$ cat src/rtl/ep_rx_packet_ctrl.sv
// Receive-side packet sequencer: collects a 12-byte packet, checks header and CRC16,
// and hands the 72-bit payload downstream over a valid/ready handshake.
module ep_rx_packet_ctrl #(
    parameter logic [7:0] HDR_TOKEN = 8'h3C,
    parameter int         TIMEOUT   = 16,
    parameter int         ERRCNT_W  = 8
) (
    input  logic                clk,
    input  logic                reset_L,
    input  logic [7:0]          in_byte,
    input  logic                in_valid,
    output logic [71:0]         out_data,
    output logic                out_valid,
    input  logic                out_ready,
    output logic                busy,
    output logic                crc_err,
    output logic                hdr_err,
    output logic                tmo_err,
    output logic [ERRCNT_W-1:0] err_count
);

    localparam int          GAP_W    = $clog2(TIMEOUT + 1);
    localparam logic [15:0] CRC_POLY = 16'h8005;

    typedef enum logic [1:0] {
        S_IDLE    = 2'd0,
        S_COLLECT = 2'd1,
        S_CHECK   = 2'd2,
        S_OUT     = 2'd3
    } state_t;

    // CRC16_D72 core: 72 data bits folded MSB-first into the running remainder.
    function automatic logic [15:0] crc16_d72(input logic [71:0] data, input logic [15:0] crc);
        logic [15:0] c;
        logic        fb;
        c = crc;
        for (int i = 71; i >= 0; i--) begin
            fb = data[i] ^ c[15];
            c  = {c[14:0], 1'b0} ^ (fb ? CRC_POLY : 16'h0000);
        end
        return c;
    endfunction

    state_t              state_r, state_s;
    logic [95:0]         pkt_r;
    logic [3:0]          byte_cnt_r;
    logic [GAP_W-1:0]    gap_cnt_r;
    logic [71:0]         out_data_r;
    logic                out_valid_r;
    logic                crc_err_r, hdr_err_r, tmo_err_r;
    logic [ERRCNT_W-1:0] err_count_r;

    logic                hdr_ok_s, crc_ok_s, timeout_s;
    logic [6:0]          wr_lsb_s;

    assign hdr_ok_s  = (in_byte == HDR_TOKEN);
    assign crc_ok_s  = (crc16_d72(pkt_r[87:16], 16'h0000) == pkt_r[15:0]);
    // The byte wins: a timeout only fires on a cycle with no in_valid.
    assign timeout_s = (state_r == S_COLLECT) && !in_valid && (gap_cnt_r == GAP_W'(TIMEOUT - 1));
    assign wr_lsb_s  = 7'd88 - {byte_cnt_r, 3'b000};

    // State register.
    always_ff @(posedge clk) begin
        if (!reset_L) begin
            state_r <= S_IDLE;
        end else begin
            state_r <= state_s;
        end
    end

    // Next-state decode.
    always_comb begin
        state_s = state_r;
        case (state_r)
            S_IDLE: begin
                if (in_valid && hdr_ok_s) begin
                    state_s = S_COLLECT;
                end else begin
                    state_s = S_IDLE;
                end
            end
            S_COLLECT: begin
                if (in_valid && (byte_cnt_r == 4'd11)) begin
                    state_s = S_CHECK;
                end else if (timeout_s) begin
                    state_s = S_IDLE;
                end else begin
                    state_s = S_COLLECT;
                end
            end
            S_CHECK: begin
                if (crc_ok_s) begin
                    state_s = S_OUT;
                end else begin
                    state_s = S_IDLE;
                end
            end
            S_OUT: begin
                if (out_valid_r && out_ready) begin
                    state_s = S_IDLE;
                end else begin
                    state_s = S_OUT;
                end
            end
            default: state_s = S_IDLE;
        endcase
    end

    // Packet assembly, gap timing, payload output and error reporting.
    always_ff @(posedge clk) begin
        if (!reset_L) begin
            pkt_r       <= 96'd0;
            byte_cnt_r  <= 4'd0;
            gap_cnt_r   <= {GAP_W{1'b0}};
            out_data_r  <= 72'd0;
            out_valid_r <= 1'b0;
            crc_err_r   <= 1'b0;
            hdr_err_r   <= 1'b0;
            tmo_err_r   <= 1'b0;
            err_count_r <= {ERRCNT_W{1'b0}};
        end else begin
            crc_err_r <= 1'b0;
            hdr_err_r <= 1'b0;
            tmo_err_r <= 1'b0;
            case (state_r)
                S_IDLE: begin
                    if (in_valid && hdr_ok_s) begin
                        pkt_r[95:88] <= in_byte;
                        byte_cnt_r   <= 4'd1;
                        gap_cnt_r    <= {GAP_W{1'b0}};
                    end else if (in_valid) begin
                        hdr_err_r <= 1'b1;
                    end
                end
                S_COLLECT: begin
                    if (in_valid) begin
                        pkt_r[wr_lsb_s +: 8] <= in_byte;
                        byte_cnt_r           <= byte_cnt_r + 4'd1;
                        gap_cnt_r            <= {GAP_W{1'b0}};
                    end else if (timeout_s) begin
                        tmo_err_r  <= 1'b1;
                        pkt_r      <= 96'd0;
                        byte_cnt_r <= 4'd0;
                        gap_cnt_r  <= {GAP_W{1'b0}};
                    end else begin
                        gap_cnt_r <= gap_cnt_r + GAP_W'(1);
                    end
                end
                S_CHECK: begin
                    if (crc_ok_s) begin
                        out_data_r  <= pkt_r[87:16];
                        out_valid_r <= 1'b1;
                    end else begin
                        crc_err_r <= 1'b1;
                        if (err_count_r != {ERRCNT_W{1'b1}}) begin
                            err_count_r <= err_count_r + ERRCNT_W'(1);
                        end
                    end
                end
                S_OUT: begin
                    if (out_valid_r && out_ready) begin
                        out_valid_r <= 1'b0;
                    end
                end
                default: begin
                    out_valid_r <= 1'b0;
                end
            endcase
        end
    end

    assign out_data  = out_data_r;
    assign out_valid = out_valid_r;
    assign busy      = (state_r != S_IDLE);
    assign crc_err   = crc_err_r;
    assign hdr_err   = hdr_err_r;
    assign tmo_err   = tmo_err_r;
    assign err_count = err_count_r;

endmodule

$ cat config.mk
export PLATFORM = sky130hd
export DESIGN_NAME = ep_rx_packet_ctrl
export DESIGN_NICKNAME = d
export VERILOG_FILES = /design/src/rtl/ep_rx_packet_ctrl.sv
export SDC_FILE = /design/constraint.sdc
export NUM_CORES = 1
export LEC_CHECK = 0
export CAP_MARGIN = 20
export CORE_MARGIN = 4
export CORE_UTILIZATION = 51
export CTS_BUF_LIST = sky130_fd_sc_hd__clkbuf_16
export DETAILED_ROUTE_END_ITERATION = 12
export PLACE_DENSITY = 0.88
export SETUP_SLACK_MARGIN = 0.2
export SLEW_MARGIN = 40
export SYNTH_ARGS = -nofsm -noshare
export SYNTH_HDL_FRONTEND = slang
export SYNTH_SLANG_ARGS = --single-unit
$ cat constraint.sdc
create_clock -name clk -period 3.2 [get_ports clk]
set_input_delay 0.32 -clock clk [delete_from_list [all_inputs] [get_ports clk]]
set_output_delay 0.32 -clock clk [all_outputs]
set_load 0.02 [all_outputs]
==> metrics, run 1 <==
outcome=finished with violations; violated checks=negative setup slack; Max H-tree Level=4; DR vias=~9,000; max_cap viols=0; Routed Antenna Nets=0; number of enable flip-flop cells after synthesis=0; Critical Path End Type=flip-flop; min setup slack post-route=-0.718 ns; core area=0.0174 mm2; Worst Path Required=3.52 ns; number of global-route vias before repair=roughly 8,600; antenna violations before repair=0; clock insertion delay at the later pin of the skew report=0.45 ns; FF/Latch Area=about 0.0037 mm2; DR pass1 iterations=7; # DRC=0; number of clock sinks=183; top cell type's share of synthesized area=between 40% and 50%; Min Clock Period, post-route=3.92 ns; Die W=approximately 140 um; routed vias/inst=~6.3; largest net degree at the start of global routing=between 60 and 70; final WL=between 30,000 and 40,000 um; area leader, netlist=dfxtp_1; unrepaired setup endpoints after global routing=true; Seq/Total Area, Yosys=40.5%; number of fill cells in the layout=1,028; Hold WC Path Type=reg2reg; Die ar.=~0.020 mm2; final setup vio count=84; IO Pins=97; hold_ws=0.499 ns; row count=48; slew margin rel.=between 40 and 50%; Power Density=between 300 and 400 mW/mm2; critical path class=reg2reg; cts bufs inserted=17; Placer Congestion=~0.97; first-pass GRT wire length=around 48,000 um; crit path DAT=roughly 4.2 ns; f_max=roughly 0.26 GHz; P_leak=~5.6 nW; Worst VDD drop=between 0.0003 and 0.0004 V; Mapped Area=0.00905 mm2; asr flop ratio synth=0%; IO Port Bufs=96; Syn Nets=around 940; final hold viol count=0; Setup TNS=-53.61 ns; GRT Util Overall=a little under a third; Tcrit/Tclk final=122%; post-DR wirelength/cell=about 24 um; Antenna Cells=0; synth top area cells=dfxtp_1, mux2i_1, nor2_1; root buffer cell=clkbuf_16; post-DP HPWL=19,500 um; Avg Cell Area, Syn=~10 um2; Clock Skew=around 0.013 ns; CTS tree=yes; CP Max Fanout=6; post-place setup slack=-0.591 ns; count of nets after finishing=between 1,000 and 1,500; Post-Synthesis Cells=slightly above 900; grt ovf=0; post-synth cell types=between 50 and 60; Initial Util=52.1%; Worst-Margin Slew=between 0.8 and 0.9 ns; Initial DRC Count=1,285; die span in y=~140 um; Reg clk slew, reported paths=around 0.08 ns; share of layout cells above drive strength 1=24.7%; Synthesis Warnings=0; area grow syn2layout=38.8%; Worst setup SP type=flip-flop; Slew Limit Fails=0; clk buf depth=2; hold_buf cts=0; post-synthesis sequential element count=approximately 180; Top FF cell, synth=dfxtp_1; multi-input logic area=~0.0054 mm2
==> logic make-up (layout without fill, tap and decap cells) <==
| kind of cell | Yosys count | in the layout | share of synthesized area, % |
|---|---|---|---|
| adders and majority gates | 8 | 8 | 1.11 |
| AOI/OAI and AO/OA | 137 | 137 | 10.1 |
| xor gates and xnor gates | 154 | 154 | 21.4 |
| buffers and inverters | 58 | 313 | 2.82 |
| DFF | 183 | 183 | 40.5 |
| muxes | 79 | 79 | 8.82 |
| and+or+nand+nor | 302 | 302 | 15.2 |
==> cell usage in the layout, fill, tap and decap left out, drive strengths merged, types with 6 or more instances in the layout <==
master           n
clkbuf          19
nand4            7
xnor3           32
ha               8
and3             8
o21ai            6
nor2           183
mux2i           76
a21oi           49
a22oi           57
buf            175
nand2           29
a31oi            7
xor3             6
nor3b           24
nand3           17
dfxtp          183
xor2            34
clkdlybuf4s50   96
xnor2           82
inv             15
==> registers in the layout, indices dropped and copies added (netlist names) <==
name        cells
hdr_err         1
out_valid       1
byte_cnt_r      4
crc_err         1
state_r         2
gap_cnt_r       5
err_count       8
tmo_err         1
pkt_r          88
out_data       72
==> layer usage <==
layer | GRT usage [%] | vias up | wire length, um | share of wire [%]
met4 | 20.0 | 0 | 3050 | 8.9
li1 | - | 3666 | - | -
met3 | 7.60 | 261 | 4000 | 12
met1 | 35.3 | 4116 | 11400 | 33
met5 | 0 | - | 0 | 0
met2 | 51.1 | 742 | 15600 | 46
==> path summary, 6_finish.rpt <==
| check | startpoint | cells past startpoint | slack [ns] | endpoint |
|---|---|---|---|---|
| min | out_data[2] | 2 | 0.50 | out_data[2] |
| max | pkt_r[58] | 13 | -0.72 | out_data[22] |
| min reg2reg | out_data[2] | 2 | 0.50 | out_data[2] |
| max reg2reg | pkt_r[58] | 13 | -0.72 | out_data[22] |
==> critical path: stages, from the launching register on <==
cell,delay [ns]
dfxtp_1,0.41
xnor3_1,0.58
xnor2_2,0.30
xnor3_1,0.49
xor2_1,0.17
xnor3_1,0.42
xnor3_2,0.26
mux2i_1,0.23
nand4_1,0.16
buf_6,0.18
buf_12,0.15
clkbuf_16,0.17
mux2i_1,0.18
nor2_1,0.08
==> cell usage after synthesis (2+ instances only) <==
library cell / instances
a31oi_1: 7
and2_1: 2
nor3_1: 5
o31ai_1: 4
xnor3_1: 27
mux2i_1: 76
o311a_1: 2
xor2_1: 32
o21ai_0: 3
nor2_1: 183
and3_1: 8
o21a_1: 4
o21ai_1: 3
a22oi_1: 57
buf_2: 3
xor3_2: 2
or2_2: 5
nand4_1: 7
ha_1: 8
and4_1: 2
a21oi_1: 47
mux2_2: 2
nand3_1: 17
nor4_1: 3
nand2_1: 29
a21oi_2: 2
xnor3_2: 5
or3_1: 4
or4_1: 5
nor2b_1: 3
xor2_2: 2
xor3_1: 4
nor3b_1: 24
dfxtp_1: 183
buf_4: 7
inv_1: 8
xnor2_2: 5
clkbuf_1: 38
nand2b_1: 2
xnor2_1: 77
==> final cells by class <==
cell class,count,share of cell area (%)
Inverter,8,0.259
Timing Repair Buffer,273,20.3
Clock buffer,17,3.39
Tap cell,225,2.24
Clock inverter,15,1.30
Multi-Input combinational cell,680,43.2
Sequential cell,183,29.4
==> per-stage QoR <==
stage               std cells  total power, W  area (um2)  utilization [%]
global route             1401         0.00464       12600             72.4
global placement         1345         0.00246       11300             65.2
floorplan                 921         0.00240        9150                -
detailed placement       1345         0.00246       11300             65.2
CTS                      1390         0.00455       12200             70.1
finish                   1401         0.00457       12600             72.4
==> power breakdown <==
group          total, W  leakage (nW)  switching (W)  internal, W
clock network   0.00215         0.273        0.00104      0.00111
logic          0.000140          3.80      0.0000996    0.0000406
registers       0.00228          1.48     0.00000401      0.00227
total           0.00457          5.55        0.00114      0.00342
==> repair_timing <==
item                                    4_1_cts  5_1_grt
pin swaps                                    25       28
resized for setup                            32       56
buffers inserted                             10        8
endpoints found under the setup margin       84       85
cloned                                        3        2
No activity file was read; power rests on OpenSTA's default activity.
==> run 2: changes to the inputs <==
--- a/config.mk
+++ b/config.mk
@@ -6,6 +6,7 @@
 export NUM_CORES = 1
 export LEC_CHECK = 0
 export CAP_MARGIN = 20
+export CORE_ASPECT_RATIO = 0.6
 export CORE_MARGIN = 4
 export CORE_UTILIZATION = 51
 export CTS_BUF_LIST = sky130_fd_sc_hd__clkbuf_16
==> constraint.sdc (replaced) <==
create_clock -name clk -period 3.2 [get_ports clk]
set_input_delay 0.32 -clock clk [delete_from_list [all_inputs] [get_ports clk]]
set_output_delay 0.32 -clock clk [all_outputs]
set_load 0.01 [all_outputs]
==> metrics, run 2 (synthesized netlist as in run 1, its figures left out) <==
Critical Path End Type=flip-flop; Worst Path Required=3.52 ns (about the same); post-DR wirelength/cell=20.8 um (-15%); area grow syn2layout=35.8%; clk buf depth=2 (unchanged); final setup vio count=84 (unchanged); die span in y=111 um (-21%); Placer Congestion=0.967 (+0.11%); hold_ws=0.497 ns (-0.00189 ns); max reg flops=88 (unchanged); number of global-route vias before repair=7,833 (-8.9%); f_max=0.268 GHz (+5.0%); worst r2r src=pkt_r[66]; P_leak=5.50 nW (-0.90%); crit path from=pkt_r[66]; Tcrit/Tclk final=117% (-5.8 points); outcome=finished with violations; root buffer cell=clkbuf_16; most frequent cells in the layout=nor2_1, dfxtp_1, buf_4; min setup slack post-route=-0.532 ns (+0.186 ns); Hold Path Origin=out_data[26]; row count=37 (-23%); hold worst-path end=out_data[26]; first-pass GRT wire length=43,700 um (-8.4%); cts bufs inserted=17 (unchanged); CTS tree=yes; routed vias/inst=5.77 (-8.0%); # DRC=0 (unchanged); unrepaired setup endpoints after global routing=true; violated checks=negative setup slack; number of clock sinks=183 (unchanged); Die ar.=0.0200 mm2 (+0.35%); DR pass1 iterations=6 (-1); grt ovf=0 (unchanged); crit path DAT=4.06 ns (-0.18 ns); CP Max Fanout=5 (-1); Top reg by flops=pkt_r; DR vias=8,081 (-8.0%); Finished Core Util=71.2% (-1.2 points); clock insertion delay at the later pin of the skew report=0.45 ns (about the same); Routed Antenna Nets=0 (unchanged); Initial DRC Count=964 (-25%); IO Pins=97 (unchanged); Power Density=364 mW/mm2 (+0.29%); Worst-Margin Slew=0.863 ns (-0.00237 ns); reg2reg end=out_data[31]; critical path class=reg2reg; Max H-tree Level=4 (unchanged); R2R Setup Slk=-0.53 ns (+0.19 ns); Hold Crit Depth=2 (unchanged); share of layout cells above drive strength 1=22.7% (-1.9 points); GRT Util Overall=28.0% (-2.8 points); final hold viol count=0 (unchanged); PnR Total Power=0.00448 W (-1.9%); largest net degree at the start of global routing=116 (+87%); number of fill cells in the layout=1,220 (+19%); R2R cell count=15 (+2); Min Clock Period, post-route=3.73 ns (-0.186 ns); Worst VDD drop=0.000265 V (-30%); hold_buf cts=0 (unchanged); post-DP HPWL=20,200 um (+3.5%); max_cap viols=0 (unchanged); Slew Limit Fails=0 (unchanged); slew margin rel.=42.3% (+0.16 points); core area=0.0173 mm2 (-0.51%); IO Port Bufs=96 (unchanged); final WL=29,100 um (-15%); Die W=180 um (+27%); count of nets after finishing=1,173 (-0.85%); Initial Util=52.4% (+0.27 points); Hold WC Path Type=reg2reg; Clock Skew=0.0159 ns (+0.00315 ns); antenna violations before repair=1 (+1); Worst setup SP type=flip-flop; most common library cell in the layout ignoring fill and taps=nor2_1; Reg clk slew, reported paths=0.08 ns (about the same)
==> run 2: cell count changes in the layout (fill, tap and decap cells not counted), sizes merged <==
cell      change
buf           -9
clkinv        +3
clkinvlp      -2
bufinv        -1
clkbuf        -1
diode         +1
==> run 2: power by group <==
group	internal [W]	switching (W)
clock network	0.00103	0.00103
logic	0.0000426	0.0000943
registers	0.00228	0.00000194
total	0.00335	0.00113
==> run 2: worst max-delay path: stages (launching register included) <==
cell and delay, ns:
dfxtp_4 0.36, buf_6 0.13, xnor2_4 0.15, buf_4 0.14, xnor2_1 0.31, xnor3_2 0.48, xor2_2 0.26, xnor3_1 0.36
xor3_2 0.26, mux2i_2 0.27, nand4_1 0.18, buf_6 0.17, buf_12 0.14, buf_12 0.14, mux2i_2 0.18, nor2_1 0.07
==> run 2: through the flow <==
stage	instance area, um2	std cells	worst slack (ns)	setup TNS [ns]
6_report	12300	1401	-0.532	-36.45
5_1_grt	12300	1400	-0.673	-47.20
4_1_cts	12100	1395	-0.470	-30.73
3_5_place_dp	11300	1352	-0.522	-37.79
3_3_place_gp	11300	1352	-0.391	-28.35
2_1_floorplan	9160	921	-0.142	-3.21
==> run 2: timing repair <==
action | CTS | global route
cloned | 2 | 1
setup endpoints to repair | 84 | 90
pin swaps | 23 | 13
resized for setup | 27 | 21
buffers inserted | 9 | 4
==> run 2: worst max-delay path by stage <==
stage	end	depth (start not counted)
floorplan	err_count[7]	10
global placement	out_data[3]	12
detailed placement	out_data[31]	12
CTS	out_data[3]	13
global route	out_data[3]	15
finish	out_data[31]	15
==> run 2: routing by layer <==
metal | share of wire, % | vias up | routed length (um) | track usage [%]
li1 | - | 3654 | - | -
met1 | 43 | 3881 | 12600 | 39.4
met2 | 42 | 462 | 12100 | 41.4
met3 | 12 | 84 | 3600 | 8.66
met4 | 2.8 | 0 | 801 | 8.22
met5 | 0 | - | 0 | 0
==> run 2: final cells by class <==
| cell class | instances | area [um2] | area share [%] |
|---|---|---|---|
| tap | 234 | 293 | 2.38 |
| inverter | 8 | 32.5 | 0.265 |
| sequential | 183 | 3680 | 29.9 |
| multi-input combinational | 680 | 5330 | 43.4 |
| clock buffer | 17 | 425 | 3.46 |
| clock inverter | 15 | 140 | 1.14 |
| timing repair buffer | 263 | 2390 | 19.4 |
| antenna | 1 | 2.50 | 0.0204 |
==> run 3: changes to the inputs <==
--- a/config.mk
+++ b/config.mk
@@ -10,8 +10,10 @@
 export CORE_MARGIN = 4
 export CORE_UTILIZATION = 51
 export CTS_BUF_LIST = sky130_fd_sc_hd__clkbuf_16
+export CTS_CLUSTER_SIZE = 8
 export DETAILED_ROUTE_END_ITERATION = 12
 export PLACE_DENSITY = 0.88
+export REMOVE_ABC_BUFFERS = 1
 export SETUP_SLACK_MARGIN = 0.2
 export SLEW_MARGIN = 40
 export SYNTH_ARGS = -nofsm -noshare
==> metrics, run 3 (synthesized netlist as in run 1, its figures left out) <==
Worst Path Required=3.51 ns (about the same); # DRC=0 (unchanged); root buffer cell=clkbuf_16; Initial DRC Count=967 (+0.31%); hold_ws=0.444 ns (-0.0535 ns); Hold WC Path Type=in2reg; max reg flops=88 (unchanged); Clock power frac=45.6% (-0.5 points); delay-heaviest family, CP=XOR/XNOR gates; DR pass1 iterations=5 (-1); die span in y=111 um (unchanged); min setup slack post-route=-0.617 ns (-0.0849 ns); core area=0.0173 mm2 (unchanged); Die W=180 um (unchanged); R2R Setup Slk=-0.62 ns (-0.08 ns); CP Max Fanout=7 (+2); Placer Congestion=0.936 (-3.2%); share of layout cells above drive strength 1=25.4% (+2.7 points); IO Port Bufs=96 (unchanged); Tcrit/Tclk final=119% (+2.7 points); count of nets after finishing=1,188 (+1.3%); Top reg by flops=pkt_r; most common library cell in the layout ignoring fill and taps=nor2_1; Sequential Power Share=51.3% (+0.4 points); DR vias=8,318 (+2.9%); GRT Util Overall=27.3% (-0.64 points); post-DR wirelength/cell=21.0 um (+1.1%); routed vias/inst=5.88 (+1.9%); unrepaired setup endpoints after global routing=true; crit path DAT=4.13 ns (+0.07 ns); CP peak stage delay=0.47 ns (about the same); hold worst-path end=hdr_err; Combinational Power Share=3.1% (about the same); first-pass GRT wire length=43,700 um (unchanged); Setup TNS=-44.41 ns (-7.96 ns); P_leak=5.61 nW (+2.1%); Clock Skew=0.0116 ns (-0.00433 ns); number of global-route vias before repair=8,051 (+2.8%); final WL=29,700 um (+2.1%); Worst-Margin Slew=0.962 ns (+0.0991 ns); Worst VDD drop=0.000279 V (+5.1%); row count=37 (unchanged); Die ar.=0.0200 mm2 (unchanged); R2R cell count=15 (unchanged); grt ovf=0 (unchanged); Pint=0.00334 W (-0.35%); cts bufs inserted=17 (unchanged); final hold viol count=0 (unchanged); outcome=finished with violations; reg2reg end=out_data[35]; clk buf depth=2 (unchanged); Power Density=351 mW/mm2 (-3.6%); slew margin rel.=35.6% (-6.6 points); CTS tree=yes; Slew Limit Fails=0 (unchanged); area grow syn2layout=39.7%; critical path class=reg2reg; IO Pins=97 (unchanged); final setup vio count=84 (unchanged); Antenna Cells=0 (-1); Min Clock Period, post-route=3.82 ns (+0.0849 ns); post-DP HPWL=19,000 um (-5.9%); Hold Crit Depth=3 (+1); Routed Antenna Nets=0 (unchanged); antenna violations before repair=0 (-1); Worst setup SP type=flip-flop; worst r2r src=pkt_r[84]; Hold Path Origin=in_valid; cell-by-cell trace of the critical path=xnor3_2 -> xnor2_4 -> xnor2_2 -> xnor2_1 -> buf_4 -> xnor3_2 -> xor3_1 -> buf_4 -> mux2i_4 -> nand4_1 -> buf_6 -> buf_12 -> clkbuf_16 -> mux2i_1 -> nor2_1; CP max-delay cell=xnor3_2; switching share of total power=24.9% (-0.37 points); hold_buf cts=0 (unchanged); largest net degree at the start of global routing=56 (-52%); Critical Path End Type=flip-flop; Sw Pwr=0.00110 W (-2.3%); number of clock sinks=183 (unchanged); Bufs and invs on worst path=5 (unchanged); most frequent cells in the layout=nor2_1, dfxtp_1, buf_4; Max H-tree Level=4 (unchanged); f_max=0.262 GHz (-2.2%); Initial Util=52.4% (unchanged); violated checks=negative setup slack; max_cap viols=0 (unchanged); clock insertion delay at the later pin of the skew report=0.45 ns (about the same); Reg clk slew, reported paths=0.08 ns (about the same)
## run 3: worst max path at each step
stage	startpoint	end	slack [ns]	cells past startpoint
CTS	pkt_r[67]	out_data[53]	-0.50	14
detailed placement	pkt_r[72]	err_count[3]	-0.63	11
finish	pkt_r[84]	out_data[35]	-0.62	15
global route	pkt_r[64]	out_data[27]	-0.71	15
floorplan	pkt_r[65]	out_data[0]	-3.45	10
global placement	pkt_r[72]	err_count[2]	-0.55	11
## run 3: area by class of cell
| cell class | instances | area, um2 |
|---|---|---|
| Clock inverter | 15 | 133 |
| Inverter | 8 | 32.5 |
| Sequential cell | 183 | 3690 |
| Clock buffer | 17 | 425 |
| Tap cell | 234 | 293 |
| Fill cell | 1110 | 4620 |
| Multi-Input combinational cell | 680 | 5440 |
| Timing Repair Buffer | 278 | 2630 |
## run 3: per-layer routing
layer / global-route usage, % / routed length (um) / vias to the layer above
met5: 0 / 0 / -
met4: 10.9 / 943 / 0
met3: 7.48 / 3400 / 87
met2: 40.7 / 13100 / 520
met1: 37.8 / 12300 / 4019
li1: - / - / 3692
## run 3: repair_timing
item | in CTS | in global routing
endpoints found under the setup margin | 84 | 84
pin swaps | 29 | 27
gates cloned | 0 | 8
gates resized for setup | 43 | 54
setup buffers | 9 | 9
## run 3: metrics by stage
stage          power [W]  setup slack (ns)  util [%]  instances  cell area, um2
4_1_cts          0.00445            -0.496      70.3       1398           12100
2_1_floorplan    0.00238             -3.45         -        871            8820
3_3_place_gp     0.00246            -0.551      65.5       1357           11300
5_1_grt          0.00457            -0.711      73.2       1415           12600
3_5_place_dp     0.00246            -0.631      65.5       1357           11300
6_report         0.00444            -0.617      73.2       1415           12600
## run 3: worst register-to-register path: stages, from the launching register on
cell and delay [ns]:
dfxtp_4 0.38, xnor3_2 0.47, xnor2_4 0.25, xnor2_2 0.18, xnor2_1 0.17, buf_4 0.15, xnor3_2 0.45, xor3_1 0.40
buf_4 0.17, mux2i_4 0.19, nand4_1 0.12, buf_6 0.15, buf_12 0.17, clkbuf_16 0.18, mux2i_1 0.19, nor2_1 0.07
## run 3: power groups by stage
stage                     Clock [W]  Sequential [W]  Combinational (W)
final                       0.00203         0.00228           0.000137
after global routing        0.00215         0.00228           0.000141
after CTS                   0.00204         0.00228           0.000130
after detailed placement          0         0.00233           0.000129
after global placement            0         0.00233           0.000127
after floorplan                   0         0.00233          0.0000457
